File: src/rtl/fp_pkg.sv
// Shared types and constants for the sequential binary32 multiplier.
// Also provides the FSM state encoding used by fp_mul_seq_ctrl.
package fp_pkg;

  typedef struct packed {
    logic        sign;
    logic [7:0]  exp;
    logic [22:0] frac;
  } fp32_t;

  localparam int          BIAS    = 127;
  localparam logic [7:0]  EXP_MAX = 8'hFF;
  localparam logic [31:0] QNAN    = 32'h7FC00000;

  typedef enum logic [2:0] {
    IDLE,
    UNPACK,
    SPECIAL,
    MULT,
    NORM,
    ROUND,
    DONE
  } fp_mul_state_e;

  function automatic logic [31:0] pack_fp(input logic s, input logic [7:0] e, input logic [22:0] f);
    return {s, e, f};
  endfunction

endpackage

File: src/rtl/fp_shift_add_mult.sv
// Iterative 24x24 unsigned multiplier: consumes BITS_PER_CYCLE multiplier bits per step, LSB first.
// 'last' is high during the step that completes the product.
module fp_shift_add_mult #(
  parameter int BITS_PER_CYCLE = 1
) (
  input  logic        clk,
  input  logic        rst,
  input  logic        load,
  input  logic        step,
  input  logic [23:0] a,
  input  logic [23:0] b,
  output logic [47:0] prod,
  output logic        last
);

  localparam int ITER = 24 / BITS_PER_CYCLE;
  localparam int CW   = $clog2(ITER + 1);

  logic [47:0]   a_sh;
  logic [23:0]   b_sh;
  logic [CW-1:0] cnt;
  logic [47:0]   partial;

  // Multiplicand is pre-shifted each step, so the partial sum needs no position offset.
  always_comb begin
    partial = '0;
    for (int i = 0; i < BITS_PER_CYCLE; i++) begin
      if (b_sh[i]) partial = partial + (a_sh << i);
    end
  end

  always_ff @(posedge clk or posedge rst) begin
    if (rst) begin
      a_sh <= '0;
      b_sh <= '0;
      prod <= '0;
      cnt  <= '0;
    end else if (load) begin
      a_sh <= {24'b0, a};
      b_sh <= b;
      prod <= '0;
      cnt  <= '0;
    end else if (step) begin
      prod <= prod + partial;
      a_sh <= a_sh << BITS_PER_CYCLE;
      b_sh <= b_sh >> BITS_PER_CYCLE;
      cnt  <= cnt + 1'b1;
    end
  end

  assign last = (cnt == CW'(ITER - 1));

endmodule

File: src/rtl/fp_mul_seq_ctrl.sv
// Sequencing controller for binary32 multiply: unpack, iterative mantissa product,
// normalise, round-to-nearest-even and pack, with a short path for special operands.
module fp_mul_seq_ctrl
  import fp_pkg::*;
#(
  parameter int BITS_PER_CYCLE = 1
) (
  input  logic        clk,
  input  logic        rst,
  input  logic        start,
  input  logic [31:0] in1,
  input  logic [31:0] in2,
  output logic        busy,
  output logic        done,
  output logic [31:0] out,
  output logic        overflow,
  output logic        underflow,
  output logic        invalid
);

  localparam logic signed [9:0] BIAS10 = 10'(BIAS);

  fp_mul_state_e state, next_state;

  fp32_t              op_a, op_b;
  logic               load, step, last;
  logic [47:0]        prod;
  logic               res_sign;
  logic signed [9:0]  exp_sum;
  logic signed [9:0]  exp_r;
  logic [22:0]        mant_r;
  logic               guard_r, sticky_r;

  logic               a_zero, b_zero, a_inf, b_inf, a_nan, b_nan;
  logic               is_special;
  logic [31:0]        special_out;
  logic               special_invalid;

  logic               round_up;
  logic [23:0]        mant_rnd;
  logic signed [9:0]  exp_rnd;
  logic [31:0]        round_out;
  logic               round_ov, round_uf;

  fp_shift_add_mult #(.BITS_PER_CYCLE(BITS_PER_CYCLE)) u_mult (
    .clk  (clk),
    .rst  (rst),
    .load (load),
    .step (step),
    .a    ({1'b1, op_a.frac}),
    .b    ({1'b1, op_b.frac}),
    .prod (prod),
    .last (last)
  );

  // Denormal inputs (exp==0) are treated as zero.
  assign a_zero = (op_a.exp == 8'h00);
  assign b_zero = (op_b.exp == 8'h00);
  assign a_inf  = (op_a.exp == EXP_MAX) && (op_a.frac == 23'h0);
  assign b_inf  = (op_b.exp == EXP_MAX) && (op_b.frac == 23'h0);
  assign a_nan  = (op_a.exp == EXP_MAX) && (op_a.frac != 23'h0);
  assign b_nan  = (op_b.exp == EXP_MAX) && (op_b.frac != 23'h0);
  assign is_special = a_zero | b_zero | a_inf | b_inf | a_nan | b_nan;
  assign res_sign   = op_a.sign ^ op_b.sign;

  always_comb begin
    special_out     = pack_fp(res_sign, 8'h00, 23'h0);
    special_invalid = 1'b0;
    if (a_nan || b_nan || (a_inf && b_zero) || (a_zero && b_inf)) begin
      special_out     = QNAN;
      special_invalid = 1'b1;
    end else if (a_inf || b_inf) begin
      special_out = pack_fp(res_sign, EXP_MAX, 23'h0);
    end
  end

  assign exp_sum = $signed({2'b00, op_a.exp}) + $signed({2'b00, op_b.exp}) - BIAS10;

  // A mantissa carry leaves mant_rnd[22:0] at zero, so only the exponent needs bumping.
  always_comb begin
    round_up  = guard_r & (sticky_r | mant_r[0]);
    mant_rnd  = {1'b0, mant_r} + {23'b0, round_up};
    exp_rnd   = exp_r + (mant_rnd[23] ? 10'sd1 : 10'sd0);
    round_ov  = 1'b0;
    round_uf  = 1'b0;
    round_out = pack_fp(res_sign, exp_rnd[7:0], mant_rnd[22:0]);
    if (exp_rnd >= 10'sd255) begin
      round_out = pack_fp(res_sign, EXP_MAX, 23'h0);
      round_ov  = 1'b1;
    end else if (exp_rnd <= 10'sd0) begin
      round_out = pack_fp(res_sign, 8'h00, 23'h0);
      round_uf  = 1'b1;
    end
  end

  always_ff @(posedge clk or posedge rst) begin
    if (rst) state <= IDLE;
    else     state <= next_state;
  end

  always_comb begin
    next_state = state;
    load       = 1'b0;
    step       = 1'b0;
    case (state)
      IDLE:    if (start) next_state = UNPACK;
      UNPACK: begin
        if (is_special) begin
          next_state = SPECIAL;
        end else begin
          next_state = MULT;
          load       = 1'b1;
        end
      end
      MULT: begin
        step = 1'b1;
        if (last) next_state = NORM;
      end
      NORM:    next_state = ROUND;
      ROUND:   next_state = DONE;
      SPECIAL: next_state = IDLE;
      DONE:    next_state = IDLE;
      default: next_state = IDLE;
    endcase
  end

  always_ff @(posedge clk or posedge rst) begin
    if (rst) begin
      op_a     <= '0;
      op_b     <= '0;
      exp_r    <= '0;
      mant_r   <= '0;
      guard_r  <= 1'b0;
      sticky_r <= 1'b0;
    end else begin
      if (state == IDLE && start) begin
        op_a <= fp32_t'(in1);
        op_b <= fp32_t'(in2);
      end
      if (state == NORM) begin
        if (prod[47]) begin
          mant_r   <= prod[46:24];
          guard_r  <= prod[23];
          sticky_r <= |prod[22:0];
          exp_r    <= exp_sum + 10'sd1;
        end else begin
          mant_r   <= prod[45:23];
          guard_r  <= prod[22];
          sticky_r <= |prod[21:0];
          exp_r    <= exp_sum;
        end
      end
    end
  end

  // Result and flags are registered on entry to the done cycle and held until the next one.
  always_ff @(posedge clk or posedge rst) begin
    if (rst) begin
      done      <= 1'b0;
      out       <= '0;
      overflow  <= 1'b0;
      underflow <= 1'b0;
      invalid   <= 1'b0;
    end else begin
      done <= (next_state == SPECIAL) || (next_state == DONE);
      if (state == UNPACK && is_special) begin
        out       <= special_out;
        invalid   <= special_invalid;
        overflow  <= 1'b0;
        underflow <= 1'b0;
      end else if (state == ROUND) begin
        out       <= round_out;
        overflow  <= round_ov;
        underflow <= round_uf;
        invalid   <= 1'b0;
      end
    end
  end

  assign busy = (state != IDLE);

endmodule

File: config.mk
export PLATFORM = sky130hd
export DESIGN_NAME = fp_mul_seq_ctrl
export DESIGN_NICKNAME = d
export VERILOG_FILES = /design/src/rtl/fp_pkg.sv /design/src/rtl/fp_shift_add_mult.sv /design/src/rtl/fp_mul_seq_ctrl.sv
export SDC_FILE = /design/constraint.sdc
export NUM_CORES = 1
export LEC_CHECK = 0
export CAP_MARGIN = 5
export CORE_MARGIN = 4
export CORE_UTILIZATION = 51
export CTS_CLUSTER_DIAMETER = 60
export DETAILED_ROUTE_END_ITERATION = 8
export MAX_ROUTING_LAYER = met4
export PLACE_DENSITY_LB_ADDON = 0.05
export SLEW_MARGIN = 40
export SYNTH_ARGS = -nofsm -noshare
export SYNTH_HDL_FRONTEND = slang
export SYNTH_SLANG_ARGS = --single-unit
File: constraint.sdc
create_clock -name clk -period 7.9 [get_ports clk]
set_input_delay 0.79 -clock clk [delete_from_list [all_inputs] [get_ports clk]]
set_output_delay 0.79 -clock clk [all_outputs]
set_load 0.02 [all_outputs]
==> qor.txt, run 1 <==
status = completed
Post-CTS Setup Inserts = 0
Die Span X = 177 microns
Crit Path Category = reg -> reg
area leader, netlist = dfrtp_1
startpoint types = flip-flop
crit end category = flip-flop
number of distinct library cells after synthesis = 64
Final Hold Viols = 0
drt via density = 5.65
first-pass GRT wire length = 57500 microns
CP Data Required Time = 8.35 ns
Synth Register Bits = 263
Worst-Skew Late Latency = 0.55 ns
f_max = 237 MHz
commonest non-fill, non-tap cell in the layout = nand2_1
min-delay src = out[21]$_DFFE_PP0P_
Num CTS Buffers = 30
worst hold endpoint = out[21]$_DFFE_PP0P_
Slew headroom = 0.495
Worst-Margin Slew = 0.749 ns
hold depth = 2
mapped cell area = 14600 sq um
Remaining DRCs = 0
clk root buf = clkbuf_16
max_cap viols = 0
number of enable flip-flop cells after synthesis = 0
Filler cells = 2457
total power per unit cell area = 323 nW/um^2
total die area = 31300 sq um
Routed Antenna Nets = 0
# setup viols final = 0
Worst-path clk slew = 0.06 ns
post-synthesis sequential area ratio = 0.452
hold_buf cts = 0
number of global-route vias before repair = 11200
FF-to-FF End = out[10]$_DFFE_PP0P_
Tmin final = 4.22 ns
ant diodes = 0
commonest cells after routing, fill and taps aside = 285 x nand2_1, 263 x dfrtp_1, 113 x o21ai_0, 103 x clkdlybuf4s50_1, 94 x a21oi_1
RSZ-0062 raised after global routing = false
CTS Sinks = 263
Post-CTS Resized = 0
total grt overflow = 0
count of pins over their slew limit = 0
synth top area cells = dfrtp_1 45%, nand2_1 7.4%, ha_1 5.8%
CTS Buffer Depth = 3
Core Footprint = 27900 sq um
Initial Util = 0.521
wire per inst = 16.8 microns
IO buf count = 103
synth warn = 0
Yosys top cell area share = 0.452
Area Overhead vs Synth = 16.1%
Peak VDD IR = 0.293 mV
largest net degree at the start of global routing = 103
HPWL after DPL = 23800 microns
Worst R2R Start = sticky_r$_DFFE_PP0N_
Worst EP arrival = 4.67 ns
fraction of layout cells with a size suffix above 1 = 0.0837
async set-reset flop share out of synthesis = 1.00
Final nets = 1767
vias post-DR = 11500
CTS tree = yes
final instance area = 16900 sq um
Cell Rows = 61
H-tree lvl count = 1
Die Y = 177 microns
initial antenna violation count = 1
R2R Setup Slk = 3.68 ns
Top FF cell, synth = dfrtp_1
total global-route track usage = 0.226
Non-Filler Instances = 2027
io pins = 104
final core occ = 0.605
Cells after Synth = 1563
Cell Area, Placed = 15900 sq um
peak fanout along the critical path = 18
leakage power = 7.30 nW
gp weighted congestion = 0.917
synthesized net count = 1700
Synth Area per Inst = 9.31 sq um
Initial DRC Count = 710
TritonRoute pass-1 iters = 7
placed cells = 1975
hold crit path type = reg -> reg
final WL = 34000 microns
Setup TNS Final = 0 ns
Fin Clk Skew = 0.0192 ns
Final period util = 0.534
reg2reg path depth = 17
[synth_stat cells, types with 12 or more instances]
library cell	n
nand3_1	27
inv_1	38
nor3_1	17
a21o_1	15
a21oi_1	95
nor4_1	18
a22oi_1	47
nand4_1	27
o21bai_1	12
o21ai_0	113
nand2_1	285
xnor2_1	43
mux2i_1	27
dfrtp_1	263
xor2_1	50
and2_1	50
ha_1	68
nor2_1	83
o22ai_1	29
mux2_2	62
clkbuf_1	69
[registers in the layout, summed over array words and instances, names as in the netlist]
register,cells
state,3
exp_r,10
op_a,32
invalid,1
u_mult.b_sh,24
mant_r,23
u_mult.cnt,5
underflow,1
u_mult.a_sh,48
op_b,32
sticky_r,1
out,32
u_mult.prod,48
done,1
overflow,1
guard_r,1
[worst max-delay path: stages, from the launching register on]
cell,delay (ns)
dfrtp_1,0.36
o21a_1,0.13
ha_1,0.16
nand3_1,0.11
nor2_1,0.22
nand2_1,0.10
nor2_1,0.27
nand3_1,0.16
nor3_1,0.34
ha_1,0.24
nand3_1,0.12
nor2_1,0.31
nand3_1,0.14
xnor2_1,0.20
a41oi_1,0.47
nand4_1,0.32
buf_4,0.28
o21ai_0,0.19
[layout make-up]
class                      count  area, sq um  share of cell area
multi-input combinational   1180         7570               0.448
sequential                   263         6580               0.390
tap                          378          473              0.0280
clock inverter                 8         68.8             0.00407
inverter                      38          146             0.00867
clock buffer                  43          871              0.0516
timing repair buffer         117         1180              0.0699
[cells by family (layout without fill, tap and decap cells)]
kind of cell | after synthesis | in the layout | synth area share
and+or+nand+nor | 544 | 544 | 0.170
buffers and inverters | 120 | 206 | 0.0314
xor gates and xnor gates | 93 | 93 | 0.0560
DFF | 263 | 263 | 0.452
AOI/OAI and AO/OA | 384 | 384 | 0.162
muxes | 89 | 89 | 0.0666
adders and majority gates | 70 | 70 | 0.0612
[through the flow]
step                      hold slack [ns]  total power, W  worst slack (ns)
after detailed placement            0.464         0.00413              3.25
after global placement              0.459         0.00408              3.36
final                               0.475         0.00545              3.68
after global routing                0.488         0.00587              3.12
after floorplan                     0.446         0.00359              3.64
after CTS                           0.482         0.00549              3.21
[routing by layer]
layer	wire (microns)	global-route usage	part of all wire	vias up
met5	0	-	0	-
met3	1590	0.0267	0.047	54
met2	14800	0.338	0.44	228
met1	16900	0.338	0.50	5514
li1	-	-	-	5666
met4	669	0.0413	0.020	0
[power breakdown]
group          switching [W]  total (W)  internal [W]
Combinational        0.00124    0.00208      0.000837
Clock               0.000538    0.00133      0.000790
Sequential          0.000319    0.00205       0.00173
Total                0.00210    0.00545       0.00335
[worst max path at each step]
stage                     endpoint                  start  slack (ns)  cells past startpoint
6_report       out[10]$_DFFE_PP0P_   sticky_r$_DFFE_PP0N_        3.68                     17
3_3_place_gp    out[0]$_DFFE_PP0P_  mant_r[0]$_DFFE_PP0N_        3.36                     16
2_1_floorplan       done$_DFF_PP0_                    rst        3.64                      1
4_1_cts        out[10]$_DFFE_PP0P_   sticky_r$_DFFE_PP0N_        3.21                     16
3_5_place_dp   out[10]$_DFFE_PP0P_  mant_r[0]$_DFFE_PP0N_        3.25                     16
5_1_grt        out[17]$_DFFE_PP0P_  mant_r[0]$_DFFE_PP0N_        3.12                     17
No activity file was read; power rests on OpenSTA's default activity.
==> run 2, diff against run 1 <==
clock period = 4 ns   (was 7.9 ns; I/O delays follow)
==> run 2 against run 1 <==
Against the previous run: die area unchanged; non-clock buffer count up 8; critical path type unchanged; total power rose by 110%; flip-flop and latch count stayed put; largest cell class unchanged; largest power group unchanged.
==> qor.txt, run 2 (synthesis gave the netlist of run 1 again) <==
CTS Sinks = 263
CP max stage delay = 0.37 ns
Worst-path clk slew = 0.06 ns
Worst-Skew Late Latency = 0.56 ns
Worst R2R Start = mant_r[0]$_DFFE_PP0N_
Routed Antenna Nets = 0
Setup TNS Final = 0 ns
ant diodes = 0
number of global-route vias before repair = 11200
Peak VDD IR = 0.491 mV
Worst-Margin Slew = 0.739 ns
Cell Rows = 61
final core occ = 0.615
final instance area = 17200 sq um
f_max = 273 MHz
Die Span X = 177 microns
Filler cells = 2488
peak fanout along the critical path = 23
IO buf count = 103
hold_buf cts = 0
fraction of layout cells with a size suffix above 1 = 0.0956
Remaining DRCs = 0
total grt overflow = 0
hold crit path type = in -> async
status = completed
crit end category = flip-flop
Final period util = 0.915
RSZ-0062 raised after global routing = false
clk root buf = clkbuf_16
R2R Setup Slk = 0.34 ns
reg2reg path depth = 20
Final nets = 1776
max_cap viols = 0
CTS Buffer Depth = 3
Crit path depth = 20
startpoint types = flip-flop
vias post-DR = 11600
wire per inst = 16.7 microns
first-pass GRT wire length = 57200 microns
Area Overhead vs Synth = 18.0%
Worst EP arrival = 4.15 ns
Initial DRC Count = 788
CTS tree = yes
count of pins over their slew limit = 0
largest net degree at the start of global routing = 100
Cell Area, Placed = 16000 sq um
Slew headroom = 0.503
commonest cells after routing, fill and taps aside = 285 x nand2_1, 263 x dfrtp_1, 113 x o21ai_0, 103 x clkdlybuf4s50_1, 94 x a21oi_1
Fin Clk Skew = 0.0113 ns
io pins = 104
total power per unit cell area = 655 nW/um^2
critical-path cell list = o21a_1, ha_1, nand3_1, nor2_1, nand2_1, nor2_1, nand3_1, nor3_2, ha_1, ha_1, nand3_1, nor2_1, nand3_1, xor2_1, nor2_1, a31oi_1, nand4_1, buf_4, a2bb2oi_1, nor2_1
Crit path top cell by count = nor2_1
total global-route track usage = 0.225
CP max-delay cell = dfrtp_1
Final Hold Viols = 0
drt via density = 5.66
FF-to-FF End = out[18]$_DFFE_PP0P_
H-tree lvl count = 1
Crit Path Category = reg -> reg
# setup viols final = 0
TritonRoute pass-1 iters = 5
HPWL after DPL = 24200 microns
gp weighted congestion = 0.872
leakage power = 7.43 nW
Die Y = 177 microns
CP Data Required Time = 4.49 ns
CP bufs+invs = 1
Num CTS Buffers = 31
top flop regs = u_mult.a_sh: 48 flops, u_mult.prod: 48 flops
largest delay contributor family on the critical path = simple AND/OR/NAND/NOR gates
commonest non-fill, non-tap cell in the layout = nand2_1
total die area = 31300 sq um
Tmin final = 3.66 ns
Initial Util = 0.521
final WL = 34000 microns
Core Footprint = 27900 sq um
initial antenna violation count = 1
## run 2: cell count changes in the layout (fill, tap and decap cells not counted), sizes merged
| cell | delta |
|---|---|
| bufinv | +5 |
| buf | +8 |
| clkinv | +1 |
| inv | +2 |
| clkbuf | -6 |
| clkinvlp | +5 |
## run 2: worst max-delay path by stage
stage	from	endpoint	slack, ns
finish	mant_r[0]$_DFFE_PP0N_	out[18]$_DFFE_PP0P_	0.34
detailed placement	mant_r[0]$_DFFE_PP0N_	out[18]$_DFFE_PP0P_	0.17
global placement	mant_r[0]$_DFFE_PP0N_	out[18]$_DFFE_PP0P_	0.27
floorplan	rst	done$_DFF_PP0_	0.13
global route	mant_r[0]$_DFFE_PP0N_	out[16]$_DFFE_PP0P_	0.001
CTS	mant_r[0]$_DFFE_PP0N_	out[16]$_DFFE_PP0P_	0.17
## run 2: report_power, final
group	internal, W	switching (W)	leakage (nW)	total [W]
combinational	0.00171	0.00244	3.44	0.00415
sequential	0.00341	0.000645	3.44	0.00405
clock	0.00189	0.00115	0.540	0.00304
total	0.00700	0.00423	7.43	0.0112
## run 2: what timing repair did
item,CTS,global route
setup endpoints to repair,0,29
resized for setup,0,1
setup buffers,0,0
## run 2: final cells by class
| cell class | count | area, sq um | area share |
|---|---|---|---|
| Timing Repair Buffer | 125 | 1270 | 0.0743 |
| Sequential cell | 263 | 6580 | 0.383 |
| Inverter | 38 | 146 | 0.00853 |
| Tap cell | 378 | 473 | 0.0276 |
| Clock buffer | 37 | 838 | 0.0488 |
| Multi-Input combinational cell | 1180 | 7570 | 0.441 |
| Clock inverter | 21 | 287 | 0.0167 |
## run 2: stage by stage
step                      worst slack (ns)  instances  hold slack (ns)  total power (W)
after floorplan                      0.130       1563            0.446          0.00710
after global placement               0.270       1981            0.459          0.00811
after detailed placement             0.174       1982            0.465          0.00824
after CTS                            0.165       2040            0.332           0.0113
after global routing               0.00115       2042            0.140           0.0121
final                                0.338       2042            0.132           0.0112
## run 2: per-layer routing
metal	GRT usage	up-vias	part of all wire
met5	-	-	0
met4	0.0448	0	0.018
met3	0.0250	46	0.048
met2	0.349	256	0.45
met1	0.325	5580	0.48
li1	-	5684	-
==> patch, RTL diff (settings of run 1) <==
Add an input register stage for `start`, `in1` and `in2`, with the module's reset; this delays them by one clock.
--- a/src/rtl/fp_mul_seq_ctrl.sv
+++ b/src/rtl/fp_mul_seq_ctrl.sv
@@ -19,6 +19,22 @@
 );
 
   localparam logic signed [9:0] BIAS10 = 10'(BIAS);
+
+  logic start_q;
+  logic [31:0] in1_q;
+  logic [31:0] in2_q;
+
+  always_ff @(posedge clk or posedge rst) begin
+    if (rst) begin
+      start_q <= '0;
+      in1_q   <= '0;
+      in2_q   <= '0;
+    end else begin
+      start_q <= start;
+      in1_q   <= in1;
+      in2_q   <= in2;
+    end
+  end
 
   fp_mul_state_e state, next_state;
 
@@ -103,7 +119,7 @@
     load       = 1'b0;
     step       = 1'b0;
     case (state)
-      IDLE:    if (start) next_state = UNPACK;
+      IDLE:    if (start_q) next_state = UNPACK;
       UNPACK: begin
         if (is_special) begin
           next_state = SPECIAL;
@@ -133,9 +149,9 @@
       guard_r  <= 1'b0;
       sticky_r <= 1'b0;
     end else begin
-      if (state == IDLE && start) begin
-        op_a <= fp32_t'(in1);
-        op_b <= fp32_t'(in2);
+      if (state == IDLE && start_q) begin
+        op_a <= fp32_t'(in1_q);
+        op_b <= fp32_t'(in2_q);
       end
       if (state == NORM) begin
         if (prod[47]) begin
Check against the original RTL: not equivalent (Yosys sat finds a counterexample within 4 cycles, from zero or initial values and one cycle with rst high).
==> patch against run 1 <==
  * Global-route usage is 1.2 points lower
  * Sequential cell count up 65
  * Area after synthesis up 12%
  * Largest power group is now registers
  * Clock skew fell by 0.0028 ns
  * Combinational power increased by 9%
  * Worst setup slack better by 0.47 ns
  * Worst hold slack worse by 0.016 ns
  * Power grew 20%
  * Fmax is 13% higher
  * Cell area grew 13%
  * Routed wire length is 6.8% higher
  * Clock power up 38%
  * Cell count up 5.6%
==> patch: results (changes against run 1) <==
outcome complete, no violations (unchanged); Worst Hold End op_a[30] (was out[21]); worst vdd ir 0.000221 V (was 0.000293 V); sequential fraction of the synthesis area 0.503 (was 0.452); Post CTS Setup Buffer Count 0 (unchanged); DP HPWL 25,100 um (was 23,800 um); Worst EP arrival 4.15 ns (was 4.67 ns); gr usage total 0.214 (was 0.226); Clk Latency, worst-skew pair 0.53 ns (was 0.55 ns); r2r endpoint out[22] (was out[10]); CTS Buf Count 38 (was 30); DR iter-0 viols 629 (was 710); DR WL/cell 16.9 um (was 16.8 um); # H-tree levels 2 (was 1); global-route wire length before repair 61,500 um (was 57,500 um); # resized after CTS 0 (unchanged); Fin Hold WS 0.459 ns (was 0.475 ns); share of layout cells above drive strength 1 0.0978 (was 0.0837); FF-to-FF setup slack 4.15 ns (was 3.68 ns); hold path cells 2 (unchanged); P_leak 0.00833 uW (was 0.00730 uW); placed cell area 17,700 um2 (was 15,900 um2); Clock Path Buffers 3 (unchanged); RR Startpoint mant_r[2] (was sticky_r); final net count 1,849 (was 1,767); number of diodes 0 (unchanged); Clock Tree Root clkbuf_16 (unchanged); HP Start in1_q[30] (was out[21]); initial antenna violation count 0 (was 1); Synth area leaders dfrtp_1 (50%), nand2_1 (6.4%), ha_1 (5.2%), mux2_2 (4.3%), a21oi_1 (2.9%) (was dfrtp_1 (45%), nand2_1 (7.4%), ha_1 (5.8%), mux2_2 (4.8%), o21ai_0 (3.9%)); synth cell count leaders dfrtp_1 (328), nand2_1 (279), a21oi_1 (94), nor2_1 (86), o21ai_0 (84) (was nand2_1 (285), dfrtp_1 (263), o21ai_0 (113), a21oi_1 (95), nor2_1 (83)); Slew @ Worst Pin 0.802 ns (was 0.749 ns); Syn. warnings 0 (unchanged); crit-path max FO 23 (was 18); Via density 5.64 (was 5.65); Final GP Congestion 0.888 (was 0.917); largest net degree at the start of global routing 104 (was 103); Synth cell types 69 (was 64); input/output buffers 103 (unchanged); Regs by FF count u_mult.a_sh: 48 flops, u_mult.prod: 48 flops (unchanged); Hold Crit Class reg2reg (unchanged); drt pass-1 iters 7 (unchanged); post-synthesis async set-or-reset flop share 1.00 (unchanged); Worst R2R Path Depth 13 (was 17); vias in the first global route 12,000 (was 11,200); clock skew 0.0165 ns (was 0.0192 ns); clock-pin slew on the worst setup and hold paths 0.06 ns (about the same)
==> patch: cell types whose count changed after synthesis, moves of 6 or more <==
cell      delta
dfrtp_1     +65
o21ai_0     -29
o21ai_1     +15
clkbuf_1    +10
and3_1       +8
xor2_1       -8
or2_2        +7
nand2_1      -6
o31ai_1      -6
==> patch: metrics by stage <==
step,utilization,cells,setup slack [ns]
final,0.605,2141,4.15
after floorplan,-,1642,2.73
after CTS,0.605,2141,4.13
after global routing,0.605,2141,3.76
after global placement,0.560,2072,4.33
after detailed placement,0.562,2074,4.16
==> patch: layout make-up <==
cell class              count  area, um2
multi-input cells        1191       7690
clock buffers              54       1120
inverters                  36        139
well taps                 402        503
clock inverters            13        223
repair buffers            117       1210
flip-flops and latches    328       8210
fillers                  2686      12500
==> patch: how the worst max path moves through the flow <==
stage                    from       to  cells past startpoint
floorplan                 rst     done                      1
global placement    mant_r[2]   out[3]                     13
detailed placement  mant_r[2]   out[2]                     13
CTS                 mant_r[2]  out[22]                     13
global route        mant_r[2]  out[20]                     13
finish              mant_r[2]  out[22]                     13
==> patch: worst max-delay path, stage by stage (launching register included) <==
cell,delay [ns]
dfrtp_1,0.41
and3_1,0.21
and3_1,0.20
nand4_1,0.18
nor3_1,0.45
and3_1,0.23
ha_1,0.20
ha_1,0.30
nand3_1,0.12
xor2_1,0.30
nand2_1,0.11
o31ai_2,0.41
or3_4,0.35
o21ai_0,0.13
==> patch: cell families after synthesis <==
| kind of cell | after synthesis | synth area share |
|---|---|---|
| DFF | 328 | 0.503 |
| adders and majority gates | 70 | 0.0546 |
| buffers and inverters | 123 | 0.0289 |
| muxes | 90 | 0.0600 |
| xor gates and xnor gates | 83 | 0.0445 |
| and+or+nand+nor | 574 | 0.163 |
| AOI/OAI and AO/OA | 374 | 0.146 |
==> patch: metal layers <==
metal,GRT usage,part of all wire
met4,0.0614,0.029
met2,0.338,0.46
met5,-,0
met1,0.293,0.47
met3,0.0293,0.040
==> patch: report_power, final <==
group | switching, uW | total [uW] | internal (uW)
combinational | 1340 | 2260 | 929
sequential | 347 | 2450 | 2100
clock | 701 | 1830 | 1130
total | 2380 | 6550 | 4160
